File: config.mk
export PLATFORM = sky130hd
export DESIGN_NAME = neptune_tone_gen
export DESIGN_NICKNAME = d
export VERILOG_FILES = /design/src/rtl/neptune_tone_gen.sv
export SDC_FILE = /design/constraint.sdc
export NUM_CORES = 1
export LEC_CHECK = 0
export ABC_AREA = 1
export CORE_ASPECT_RATIO = 1.25
export CORE_MARGIN = 2
export CORE_UTILIZATION = 40
export CTS_CLUSTER_DIAMETER = 200
export DETAILED_ROUTE_END_ITERATION = 6
export GPL_TIMING_DRIVEN = 0
export PLACE_DENSITY = 0.58
export SLEW_MARGIN = 30
export SYNTH_ARGS = -nofsm -noshare
export SYNTH_HDL_FRONTEND = slang
export SYNTH_SLANG_ARGS = --single-unit
File: constraint.sdc
create_clock -name clk -period 5.15 [get_ports clk]
set_input_delay 1.545 -clock clk [delete_from_list [all_inputs] [get_ports clk]]
set_output_delay 1.545 -clock clk [all_outputs]
set_load 0.02 [all_outputs]
File: src/rtl/neptune_tone_gen.sv
// Reference-pitch square-wave generator with ready/load setting handshake; settings apply at period boundaries.
// Optional glide (cur steps by 1 per period toward target) is enabled by defining NEPTUNE_TONE_GLIDE_EN.
`timescale 1ns/1ps
module neptune_tone_gen #(
  parameter int CNT_W        = 12,
  parameter int DETUNE_SHIFT = 5
) (
  input  logic       clk,
  input  logic       rst,
  input  logic [1:0] clk_config_i,
  input  logic [2:0] note_sel_i,
  input  logic [1:0] detune_i,
  input  logic       load_i,
  output logic       ready_o,
  output logic       pulse_out_o,
  output logic       period_strobe_o
);

  typedef enum logic [1:0] {IDLE, HIGH, LOW} state_t;

  state_t           state_q;
  logic [2:0]       presc_q;
  logic [CNT_W-1:0] cnt_q;
  logic [CNT_W-1:0] cur_q;
  logic [CNT_W-1:0] tgt_q;
  logic             pend_off_q;
  logic             ready_q;
  logic             pulse_q;
  logic             strobe_q;

  logic [2:0]       presc_lim;
  logic             tick;
  logic [CNT_W-1:0] base;
  logic [CNT_W-1:0] tgt_calc;
  logic             off_calc;
  logic [CNT_W-1:0] cur_next;

  always_comb begin
    base = '0;
    case (note_sel_i)
      3'd0:    base = CNT_W'(607);
      3'd1:    base = CNT_W'(455);
      3'd2:    base = CNT_W'(341);
      3'd3:    base = CNT_W'(255);
      3'd4:    base = CNT_W'(202);
      3'd5:    base = CNT_W'(152);
      default: base = '0;
    endcase
    case (detune_i)
      2'b01:   tgt_calc = base - (base >> DETUNE_SHIFT);
      2'b10:   tgt_calc = base + (base >> DETUNE_SHIFT);
      default: tgt_calc = base;
    endcase
    off_calc = (note_sel_i >= 3'd6) || (detune_i == 2'b11);
  end

  always_comb begin
    presc_lim = 3'd0;
    case (clk_config_i)
      2'd0: presc_lim = 3'd0;
      2'd1: presc_lim = 3'd1;
      2'd2: presc_lim = 3'd3;
      2'd3: presc_lim = 3'd7;
      default: presc_lim = 3'd0;
    endcase
    tick = (presc_q == presc_lim);
  end

`ifdef NEPTUNE_TONE_GLIDE_EN
  always_comb begin
    if (cur_q < tgt_q)      cur_next = cur_q + 1'b1;
    else if (cur_q > tgt_q) cur_next = cur_q - 1'b1;
    else                    cur_next = cur_q;
  end
`else
  assign cur_next = tgt_q;
`endif

  always_ff @(posedge clk) begin
    if (rst) begin
      state_q    <= IDLE;
      presc_q    <= '0;
      cnt_q      <= '0;
      cur_q      <= '0;
      tgt_q      <= '0;
      pend_off_q <= 1'b1;
      ready_q    <= 1'b1;
      pulse_q    <= 1'b0;
      strobe_q   <= 1'b0;
    end else begin
      strobe_q <= 1'b0;
      presc_q  <= tick ? 3'd0 : presc_q + 3'd1;
      if (tick) begin
        case (state_q)
          IDLE: begin
            ready_q <= 1'b1;
            if (!pend_off_q) begin
              cur_q    <= tgt_q;
              cnt_q    <= tgt_q - 1'b1;
              state_q  <= HIGH;
              pulse_q  <= 1'b1;
              strobe_q <= 1'b1;
            end
          end
          HIGH: begin
            if (cnt_q == '0) begin
              state_q <= LOW;
              pulse_q <= 1'b0;
              cnt_q   <= cur_q - 1'b1;
            end else begin
              cnt_q <= cnt_q - 1'b1;
            end
          end
          LOW: begin
            if (cnt_q == '0) begin
              // Period boundary: the only point where a pending setting is adopted.
              if (pend_off_q) begin
                state_q <= IDLE;
                cnt_q   <= '0;
                ready_q <= 1'b1;
              end else begin
                cur_q    <= cur_next;
                cnt_q    <= cur_next - 1'b1;
                state_q  <= HIGH;
                pulse_q  <= 1'b1;
                strobe_q <= 1'b1;
                ready_q  <= (cur_next == tgt_q);
              end
            end else begin
              cnt_q <= cnt_q - 1'b1;
            end
          end
          default: state_q <= IDLE;
        endcase
      end
      // A load is accepted only while ready; it overrides any ready set above.
      if (load_i && ready_q) begin
        tgt_q      <= tgt_calc;
        pend_off_q <= off_calc;
        ready_q    <= 1'b0;
      end
    end
  end

  assign ready_o         = ready_q;
  assign pulse_out_o     = pulse_q;
  assign period_strobe_o = strobe_q;

endmodule

== After elaboration in Yosys (flattened, before gate mapping) ==
Cells that the tools add are included.
Word-level totals
  register bits after elaboration: 45
  input port bits: 10
  output and inout bits: 3
  word-level logic and storage cells: 79
Cells by class
  add/sub/neg operators: 6
  magnitude comparators: 1
  equality and inequality tests: 18
  muxes and demuxes: 27
  bitwise operators: 1
  reduce and logical (&&, ||, !) cells: 17
Operators by type and width (number)
  2-to-1 mux 12 bit: 6
  case mux 10 bit (6 select lines): 1
  case mux 12 bit (2 select lines): 2
  case mux 12 bit (3 select lines): 1
  subtractor 12 x 1 -> 12 bit (second input constant): 3
  adder 12 x 7 -> 12 bit: 1
  zero test 12 bit: 1
  case mux 3 bit (4 select lines): 1
  subtractor 12 x 7 -> 12 bit: 1
  == test 2 bit (second input constant): 5
  2-to-1 mux 1 bit: 9
  AND reduction 3 bit: 3
  AND reduction 4 bit: 2
  == test 2 x 1 -> 1 bit (second input constant): 3
  == test 3 x 2 -> 1 bit (second input constant): 2
  == test 3 bit (second input constant): 2
  2-to-1 mux 2 bit: 3
  != test 2 bit (second input constant): 3
  case mux 2 bit (3 select lines): 1
  nonzero test 3 bit: 2
  zero test 2 bit: 2
  case mux 1 bit (2 select lines): 2
  nonzero test 2 bit: 2
  OR reduction 2 bit: 2
  10 further kinds: 10

== Longest topological paths before layout ==
Gate-level depths: netlist (run 1).
  depth in word-level cells: 5
  gate-level depth with buffers: 16

== Least setup slack after synthesis (run 1) ==
No wires, ideal clock.
  kind: input to register
  start point: input port note_sel_i[0]
  end point: register tgt_q[5] (netlist: cur_next[5])
  setup time: 0.132 ns
  data arrival time: 2.954 ns
  setup slack: 2.064 ns
  stages on the path: 16
  path buffers: 1
  cell sequence: buf_2 > inv_1 > nand2_1 > nor2_2 > inv_1 > o211ai_1 > ha_1 > inv_1 > nand3_1 > nand2_1 > nand2_1 > nand2_1 > nor2_1 > nand3_1 > nand2_1 > a21oi_1
On the way
  cells in the longest elaborated chain, start to end: 4
  elaborated cells between the ends (all ways): 10
  those cells by class: add/sub: 2; eq/ne: 5; mux: 2; reduce/logical: 1
Ends and longest elaborated chain
  start: declaration: line 11  | input logic [2:0] note_sel_i,
  == test 3 bit, or another cell as far along: line 40  | case (note_sel_i)
  case mux 10 bit (6 select lines) *: line 40
  adder 12 x 7 -> 12 bit or subtractor 12 x 7 -> 12 bit (tied branches): line 51, 50
  case mux 12 bit (2 select lines) *: line 49  | case (detune_i)
  end signal: assignment: line 138  | tgt_q <= tgt_calc;
  end: declaration: line 25  | logic [CNT_W-1:0] tgt_q;
Mark *: on every way between the ends. The rest lies on a longest branch, timed or not.
A chain may end at the register's enable or synchronous reset.

== Worst setup path after layout (run 1) ==
  start point: input port note_sel_i[1]
  end point: register tgt_q[5] (netlist: cur_next[5])
Same word-level chain as after synthesis.

==> flow_summary.ini, run 1 <==
[floorplan]
start_util_pct = 41.19
die-area_mm2 = 0.009244
dieHeight_um = 107.0
core_mm2 = 0.008240
rows = 37
die_width_um = 86.40
io_pins = 13

[sta]
fin_ws_ns = 1.734
setup_violations = 0
whs_ns = 0.4885
rsz0062_at_grt = no
hold_viol_final = 0
finalSetupTns_ns = 0
relSlewSlack_pct = 57.99
tightest_slew_ns = 0.6301
slew_violations = 0
timing.final.crit_share_pct = 66.34
min_period_ns = 3.416
skew_ns = 0.01446
fmax_mhz = 292.7

[route]
m1WireLength_um = 3783
first_pass_iters = 4
routed_wl_um = 8675
dr_wl_met2_um = 4592
vias = 3266
wl_per_cell_um = 13.14
drc_errors = 0
route.met3.wl_um = 158
viasPerCell = 4.948
ant_nets = 0
drt-initial-drc-count = 130
top_layer_used = met4

[synth]
synth_top_family_by_area = simple AND/OR/NAND/NOR gates
synth.net_count = 572
synth_xor_area_share_pct = 6.377
synth_area_mm2 = 0.003395
ys.warnings.count = 0
yosysTopAreaCellShare_pct = 26.54
synth_mux_area_share_pct = 0
synth_area_leaders = dfxtp_1 (27%), nand2_1 (17%), nor2_1 (11%)
synth_commonest_cells = nand2_1 (158), nor2_1 (96), inv_1 (58)
yosys.area_share.adder_pct = 6.119
yosysSeqAreaShare_pct = 26.54
synth_compound_area_share_pct = 12.38
synthCells = 546
ys_types = 35
synth.most_common_cell = nand2_1
syn_area_per_cell_um2 = 6.217
synth_edf_count = 0
ys_ff_latch = 45
synth-simple-area-share_pct = 39.37
yosys_most_used_dff = dfxtp_1
async_reset_ff_share_pct = 0
synth_top_area_cell = dfxtp_1

[power]
clkPwrFrac_pct = 24.7
internal_power_uw = 620.7
sw_frac_of_total_pct = 37.86
seq_power_share_pct = 39.8
power_leakage_nw = 1.856
p_sw_uw = 378.1
peakVddDrop_mv = 0.1455
p_comb_share_pct = 35.5
powerDensity_mw_per_mm2 = 269.4

[placed_design]
placed_cells = 652
portBuffers = 9
gp_congestion = 0.8669
dp_hpwl_um = 7056
pre_cts_ws_ns = 1.414

[run]
cap_violations = 0

[global_routing]
grt_pass1_vias = 3227
antenna_found_initial = 0
globalRoute.totalOverflow = 0
grt_pass1_wl_um = 15010
grt_usage_pct = 20.41
grt_max_degree = 14

[min_path]
hp-start = cur_next[0]
min_path_cells = 2
hold_end = cur_q[0]
hold_class = reg2reg

[cells_and_area]
drive_gt1_share_pct = 8.348
final_util_pct = 44.99
antenna_cells = 0
fill_cells = 921
stdcell_count = 660
fin_nets = 588
area_growth_syn_to_layout_pct = 9.215

[clock_tree]
clk_pin_slew_ns = 0.09
cts_tree = built
htreeDepth = 2
clock_latency_ns = 0.31
clock-sinks = 45
root_buffer = clkbuf_8
post-cts-setup-buffer-count = 0
post_cts_resized = 0
numCtsBuffers = 5
clk_path_buf_depth = 2
postCtsHoldBufs = 0

[setup_path]
cp_data_arrival_time_ns = 3.58
required_ns = 5.32
path_class = in2reg
worst-r2r-cell-count = 10
regToRegEndpoint = cnt_q[4]
crit_path_start_kind = input port
worst-r2r-setup-slack_ns = 3.29
r2r_start = cnt_q[0]
worst_setup_path_end_kind = register
crit_fanout = 5

[status]
outcome = finished, final reports clean
[power by group through the flow]
stage / Combinational [mW] / Clock, mW / Sequential, mW
3_5_place_dp: 0.354 / 0 / 0.406
4_1_cts: 0.356 / 0.255 / 0.398
2_1_floorplan: 0.278 / 0 / 0.400
3_3_place_gp: 0.352 / 0 / 0.406
5_1_grt: 0.406 / 0.266 / 0.402
6_report: 0.355 / 0.246 / 0.398
[registers in the layout, summed over array words and instances, names as in the netlist]
name / flops
pulse_out_o: 1
period_strobe_o: 1
state_q: 2
cur_next: 12
presc_q: 3
pend_off_q: 1
cur_q: 12
cnt_q: 12
ready_o: 1
[cell type report]
cell class / count / area [µm²] / area share, %
Sequential cell: 45 / 900.9 / 24.30
Buffer: 15 / 87.58 / 2.362
Timing Repair Buffer: 9 / 90.09 / 2.430
Inverter: 60 / 225.2 / 6.075
Tap cell: 97 / 121.4 / 3.274
Clock inverter: 1 / 5.005 / 0.1350
Clock buffer: 7 / 96.34 / 2.599
Multi-Input combinational cell: 426 / 2181 / 58.83
[layer usage]
| metal | vias up | global-route usage [%] |
|---|---|---|
| met1 | 1475 | 23.76 |
| met4 | 0 | 8.036 |
| met5 | - | 0 |
| li1 | 1750 | - |
| met3 | 7 | 2.002 |
| met2 | 34 | 37.64 |
[worst max-delay path, cell delays in order]
cell and delay (ns):
clkdlybuf4s50_1 0.53, inv_1 0.07, nand2_1 0.14, nor2_2 0.07
inv_1 0.09, o211ai_1 0.14, ha_1 0.39, inv_1 0.05
nand3_1 0.10, nand2_1 0.07, nand2_1 0.06, nand2_1 0.04
nor2_1 0.09, nand3_1 0.07, nand2_1 0.06, a21oi_1 0.05
[per-stage QoR]
stage / cell area [µm²] / power, mW
2_1_floorplan: 3395 / 0.6779
3_3_place_gp: 3606 / 0.7575
3_5_place_dp: 3606 / 0.7604
4_1_cts: 3707 / 1.009
5_1_grt: 3707 / 1.074
6_report: 3707 / 0.9988
[worst max-delay path by stage]
stage	startpoint	to
6_report	note_sel_i[1]	cur_next[5]
5_1_grt	note_sel_i[1]	cur_next[5]
4_1_cts	note_sel_i[1]	cur_next[5]
3_5_place_dp	note_sel_i[1]	cur_next[5]
3_3_place_gp	note_sel_i[1]	cur_next[5]
2_1_floorplan	note_sel_i[0]	cur_next[5]
[cell families after synthesis]
family	count (synthesis)
AOI/OAI and AO/OA	70
xor gates and xnor gates	23
and+or+nand+nor	317
DFF	45
buffers and inverters	75
adders and majority gates	16
[layout by cell type (no fill, tap or decap)]
cell type / netlist / final
a21oi_2: 14 / 14
a31oi_1: 4 / 4
nor2_4: 2 / 2
nand2_1: 158 / 158
a21oi_1: 22 / 22
buf_1: 1 / 1
nand3b_1: 2 / 2
clkinv_2: 0 / 1
nand2_2: 4 / 4
clkbuf_1: 6 / 6
o221ai_1: 1 / 1
nor3_1: 6 / 6
xor2_1: 14 / 14
buf_4: 1 / 1
buf_6: 3 / 3
nor2_8: 1 / 1
o21ai_0: 24 / 24
o211ai_1: 2 / 2
nor2_2: 5 / 5
clkinv_1: 1 / 1
clkdlybuf4s50_1: 0 / 9
inv_2: 1 / 1
clkbuf_8: 0 / 7
nand3_1: 37 / 37
nand4_1: 3 / 3
fa_1: 1 / 1
ha_1: 15 / 15
xor2_2: 2 / 2
buf_2: 4 / 4
nand2_4: 1 / 1
dfxtp_1: 45 / 45
inv_1: 58 / 58
nand3_4: 1 / 1
xnor2_1: 7 / 7
a221oi_1: 1 / 1
nor2_1: 96 / 96
and2_1: 1 / 1
o21ai_1: 2 / 2
Note: power is estimated with default switching activity, not from simulation.
==> run 2, diff against run 1 <==
==> constraint.sdc (replaced) <==
create_clock -name clk -period 3.33 [get_ports clk]
set_input_delay 0.999 -clock clk [delete_from_list [all_inputs] [get_ports clk]]
set_output_delay 0.999 -clock clk [all_outputs]
set_load 0.02 [all_outputs]
==> results of run 2 <==
The final DEF is identical to that of run 1. Status: finished, final reports clean.
Main changes from that run: setup slack after placement 1.414 ns -> 0.1403 ns; setup slack after layout 1.734 ns -> 0.4597 ns; register-to-register setup slack 3.29 ns -> 1.47 ns; total power 0.9988 mW -> 1.545 mW; worst IR drop on VDD 0.1455 mV -> 0.2251 mV
==> run 3, diff against run 2 <==
--- a/config.mk
+++ b/config.mk
@@ -11,8 +11,9 @@
 export CORE_UTILIZATION = 40
 export CTS_CLUSTER_DIAMETER = 200
 export DETAILED_ROUTE_END_ITERATION = 6
+export DONT_BUFFER_PORTS = 1
 export GPL_TIMING_DRIVEN = 0
-export PLACE_DENSITY = 0.58
+export PLACE_DENSITY = 0.59
 export SLEW_MARGIN = 30
 export SYNTH_ARGS = -nofsm -noshare
 export SYNTH_HDL_FRONTEND = slang
==> flow_summary.ini, run 3 (synthesized netlist as in run 1, its figures left out) <==
[status]
outcome = finished, final reports clean

[setup_path]
required_ns = 3.50
max_stage_delay_ns = 0.39
path_class = in2reg
cp_cell_sequence = buf_2 -> inv_1 -> nand2_1 -> nor2_2 -> inv_1 -> o211ai_1 -> ha_1 -> inv_1 -> nand3_1 -> nand2_1 -> nand2_1 -> nand2_1 -> nor2_1 -> nand3_1 -> nand2_1 -> a21oi_1
crit_path_start_kind = input port
crit_fanout = 8
crit_path_top_delay_cell = ha_1
cpMostUsedCell = nand2_1
worst_setup_path_end_kind = register
cp_data_arrival_time_ns = 2.69

[placed_design]
gp_congestion = 0.8935
dp_hpwl_um = 7024
placed_cells = 643
portBuffers = 0
pre_cts_ws_ns = 0.5190

[global_routing]
grt_pass1_vias = 3179
globalRoute.totalOverflow = 0
antenna_found_initial = 0
grt_max_degree = 14
grt_pass1_wl_um = 14850
grt_usage_pct = 20.30

[route]
first_pass_iters = 4
viasPerCell = 5.075
ant_nets = 0
routed_wl_um = 8887
drt-initial-drc-count = 191
vias = 3304
drc_errors = 0
wl_per_cell_um = 13.65

[clock_tree]
htreeDepth = 2
numCtsBuffers = 5
clk_path_buf_depth = 2
clock-sinks = 45
root_buffer = clkbuf_8
clock_latency_ns = 0.31
clk_pin_slew_ns = 0.08
post_cts_resized = 0
cts_tree = built
post-cts-setup-buffer-count = 0
postCtsHoldBufs = 0

[sta]
slew_violations = 0
finalSetupTns_ns = 0
tightest_slew_ns = 0.6331
min_period_ns = 2.517
whs_ns = 0.4833
fmax_mhz = 397.3
skew_ns = 0.01205
setup_violations = 0
fin_ws_ns = 0.8130
timing.final.crit_share_pct = 75.59
hold_viol_final = 0
rsz0062_at_grt = no
relSlewSlack_pct = 57.79

[floorplan]
die-area_mm2 = 0.009244
core_mm2 = 0.008240
rows = 37
die_width_um = 86.40
start_util_pct = 41.19
dieHeight_um = 107.0
io_pins = 13

[power]
clkPwrFrac_pct = 24.8
internal_power_uw = 950.6
p_sw_uw = 591.1
power_mw = 1.542
sw_frac_of_total_pct = 38.34
seq_power_share_pct = 40.1
powerDensity_mw_per_mm2 = 426.2
power_leakage_nw = 1.822
p_comb_share_pct = 35.0
peakVddDrop_mv = 0.1996

[cells_and_area]
layout_common_cells = nand2_1 (158), nor2_1 (96), inv_1 (58)
stdcell_count = 651
layout_commonest_cell = nand2_1
drive_gt1_share_pct = 8.484
area_growth_syn_to_layout_pct = 6.561
multi_input_area_mm2 = 0.002181
fin_nets = 579
antenna_cells = 0
regArea_um2 = 900.9
fill_cells = 899

[run]
cap_violations = 0

[min_path]
hold_class = reg2reg
## run 3: cell count changes in the layout (fill, tap and decap cells not counted)
cell / delta
clkdlybuf4s50_1: -9
## run 3: path summary, 6_finish.rpt
kind	from	end	slack, ns	depth (start not counted)
worst max-delay path	note_sel_i[0]	cur_next[5]	0.81	16
worst min-delay path	presc_q[0]	presc_q[0]	0.48	1
worst max register to register	cnt_q[0]	cnt_q[4]	1.52	10
worst min register to register	presc_q[0]	presc_q[0]	0.48	1
## run 3: area by class of cell
class	count	share of cell area (%)
inverter	60	6.226
clock inverter	1	0.1384
multi-input combinational	426	60.29
clock buffer	7	2.663
sequential	45	24.90
buffer	15	2.421
tap	97	3.355
## run 3: metrics by stage
stage	utilization (%)	instance area, µm²
6_report	43.90	3617
5_1_grt	43.90	3617
3_3_place_gp	42.67	3516
3_5_place_dp	42.67	3516
4_1_cts	43.90	3617
2_1_floorplan	-	3395
## run 3: routing by layer
layer	vias up	global-route usage (%)	wire, µm
met5	-	0	0
met4	0	9.821	336
met3	21	2.540	261
met2	74	37.31	4489
met1	1475	22.61	3800
li1	1734	-	-
## run 3: worst max-delay path, delay by kind of cell
kind | cells | cell delay, ns
AO/OA/AOI/OAI | 2 | 0.21
adder cells (fa/ha/maj) | 1 | 0.39
buffers and inverters | 4 | 0.36
AND/OR/NAND/NOR | 9 | 0.74
## run 3: power by group through the flow
stage               clock network [mW]  logic, mW  registers, mW
floorplan                            0      0.429          0.619
CTS                              0.394      0.535          0.619
finish                           0.383      0.540          0.619
detailed placement                   0      0.532          0.631
global placement                     0      0.527          0.631
global route                     0.419      0.612          0.624
==> RTL edit: new RTL, settings of run 3 <==
`CNT_W`: 12 -> 14.
--- a/src/rtl/neptune_tone_gen.sv
+++ b/src/rtl/neptune_tone_gen.sv
@@ -2,7 +2,7 @@
 // Optional glide (cur steps by 1 per period toward target) is enabled by defining NEPTUNE_TONE_GLIDE_EN.
 `timescale 1ns/1ps
 module neptune_tone_gen #(
-  parameter int CNT_W        = 12,
+  parameter int CNT_W        = 14,
   parameter int DETUNE_SHIFT = 5
 ) (
   input  logic       clk,
Behaviour: no difference found for any inputs over 10 cycles, from zero or initial values and one cycle with rst high; that may be too few to reach the edited logic, so the function may still have changed.
==> RTL edit against run 3 <==
Design area shrank 0.21%; area after synthesis decreased by 0.66%; wire length rose by 1.7%; sequential power rose by 3.2%; power increased by 8.2%; clock skew down 3.3 ps; setup slack better by 13 ps; sequential cell count increased by 2; critical endpoint is now cur_next[1]; largest cell class unchanged; largest power group unchanged.
==> RTL edit: results (changes against run 3) <==
clk_lat worst skew 310 ps (about the same); Clock Tree Buf Depth 2 (unchanged); first-pass GRT wire length 14,900 um (was 14,800 um); HPWL Detailed 7100 um (was 7020 um); largest net degree at the start of global routing 17 (was 14); skew final 8.70 ps (was 12.0 ps); initial antenna violation count 0 (unchanged); slowest CP cell fa_1 (was ha_1); H-tree depth 2 (unchanged); ANT cells 0 (unchanged); most frequent cells after synthesis nand2_1 (105), inv_1 (66), a21oi_1 (51), nor2_1 (51), dfxtp_1 (47) (was nand2_1 (158), nor2_1 (96), inv_1 (58)); Resized Gates After CTS 0 (unchanged); vias per inst 5.37 (was 5.08); Max rail drop VDD 0.209 mV (was 0.200 mV); slowest stage delay, CP 430 ps (was 390 ps); Synth Warn # 0 (unchanged); family with the most delay on the worst path adder cells (was simple AND/OR/NAND/NOR gates); layout cells sized above 1 0.0696 (was 0.0848); post-CTS setup repair buffer count 0 (unchanged); ys async rst share 0 (unchanged); critical-path maximum fanout 7 (was 8); P_leak 1.71 nW (was 1.82 nW); vias in the first global route 3,121 (was 3,179); max reg flops 14; WL final 9040 um (was 8890 um); largest cells by area after synthesis dfxtp_1 (28%), nand2_1 (12%), a21oi_1 (7.6%) (was dfxtp_1 (27%), nand2_1 (17%), nor2_1 (11%)); Top reg by flops cnt_q; global-route usage over all layers 0.204 (was 0.203); status finished clean (unchanged); register area share after synthesis 0.279 (was 0.265); clock root buffer clkbuf_8 (unchanged); Netlist cell types 36 (was 35); Iter 0 DRT Violations 166 (was 191); count of input and output buffers 0 (unchanged); TritonCTS buffer count 5 (unchanged); worst-margin pin slew 556 ps (was 633 ps); Fill cells 875 (was 899); global placement routability congestion 0.924 (was 0.894); Hold Path Class reg2reg (unchanged); DR pass1 iterations 4 (unchanged); Reg clk slew, reported paths 100 ps (was 80 ps); WP data arrival 2710 ps (was 2690 ps); post-synthesis net count 535 (was 572)
RTL edit: cell types whose count changed after synthesis, sizes merged, moves of 5 or more:
cell,run 3,this run
inv,59,70
nor2,104,59
o22ai,0,5
xor2,16,24
nand2,163,111
o21ai,26,45
o211ai,2,7
nand3,38,31
a21oi,36,51
RTL edit: final cells by class:
cell class	count	area (sq um)	share of cell area
Buffer	13	61.3	0.0170
Clock buffer	5	68.8	0.0191
Clock inverter	3	47.5	0.0132
Inverter	71	267	0.0738
Multi-Input combinational cell	378	2100	0.583
Sequential cell	47	941	0.261
Tap cell	97	121	0.0336
RTL edit: per-layer routing:
metal  vias to the layer above  GRT usage  share of wire
li1                       1680          -              -
met1                      1486      0.245           0.43
met2                        96      0.348           0.49
met3                        33     0.0300          0.036
met4                         0      0.108          0.050
met5                         -          0              0
RTL edit: through the flow:
step                utilization  instance area [sq um]  hold slack, ps  cells  setup WS [ps]
floorplan                     -                   3370             428    509            874
global placement          0.426                   3490             453    606            634
detailed placement        0.426                   3490             457    606            537
CTS                       0.441                   3610             481    614            866
global route              0.441                   3610             490    614            671
finish                    0.441                   3610             479    614            826
RTL edit: worst paths after layout:
| kind | startpoint | end | slack [ps] | cells past startpoint |
|---|---|---|---|---|
| worst max-delay path | note_sel_i[2] | cur_next[1] | 830 | 10 |
| worst min-delay path | presc_q[0] | presc_q[0] | 480 | 1 |
| worst max register to register | cnt_q[0] | cnt_q[4] | 1300 | 13 |
| worst min register to register | presc_q[0] | presc_q[0] | 480 | 1 |
RTL edit: worst reg2reg max path, stage by stage (launching register included):
cell and delay [ps]:
dfxtp_1 330, inv_1 80, ha_1 220, inv_2 60, nor2_4 100, nand2_2 90, nor2_4 130, nand3_4 130
o21ai_2 240, inv_1 170, o21ai_0 130, o21ai_0 110, nand2_1 70, a21oi_1 60
RTL edit: cell families (layout without fill, tap and decap cells):
kind of cell | after synthesis | after routing | synth area share
AND/OR/NAND/NOR | 211 | 211 | 0.283
AO/OA/AOI/OAI | 121 | 121 | 0.201
buffers and inverters | 84 | 92 | 0.0972
flip-flops | 47 | 47 | 0.279
XOR/XNOR | 30 | 30 | 0.0779
adder cells (fa/ha/maj) | 16 | 16 | 0.0616
RTL edit: report_power, final:
| part | switching (mW) | internal (mW) |
|---|---|---|
| Sequential | 0.0397 | 0.599 |
| Combinational | 0.388 | 0.199 |
| Clock | 0.215 | 0.228 |
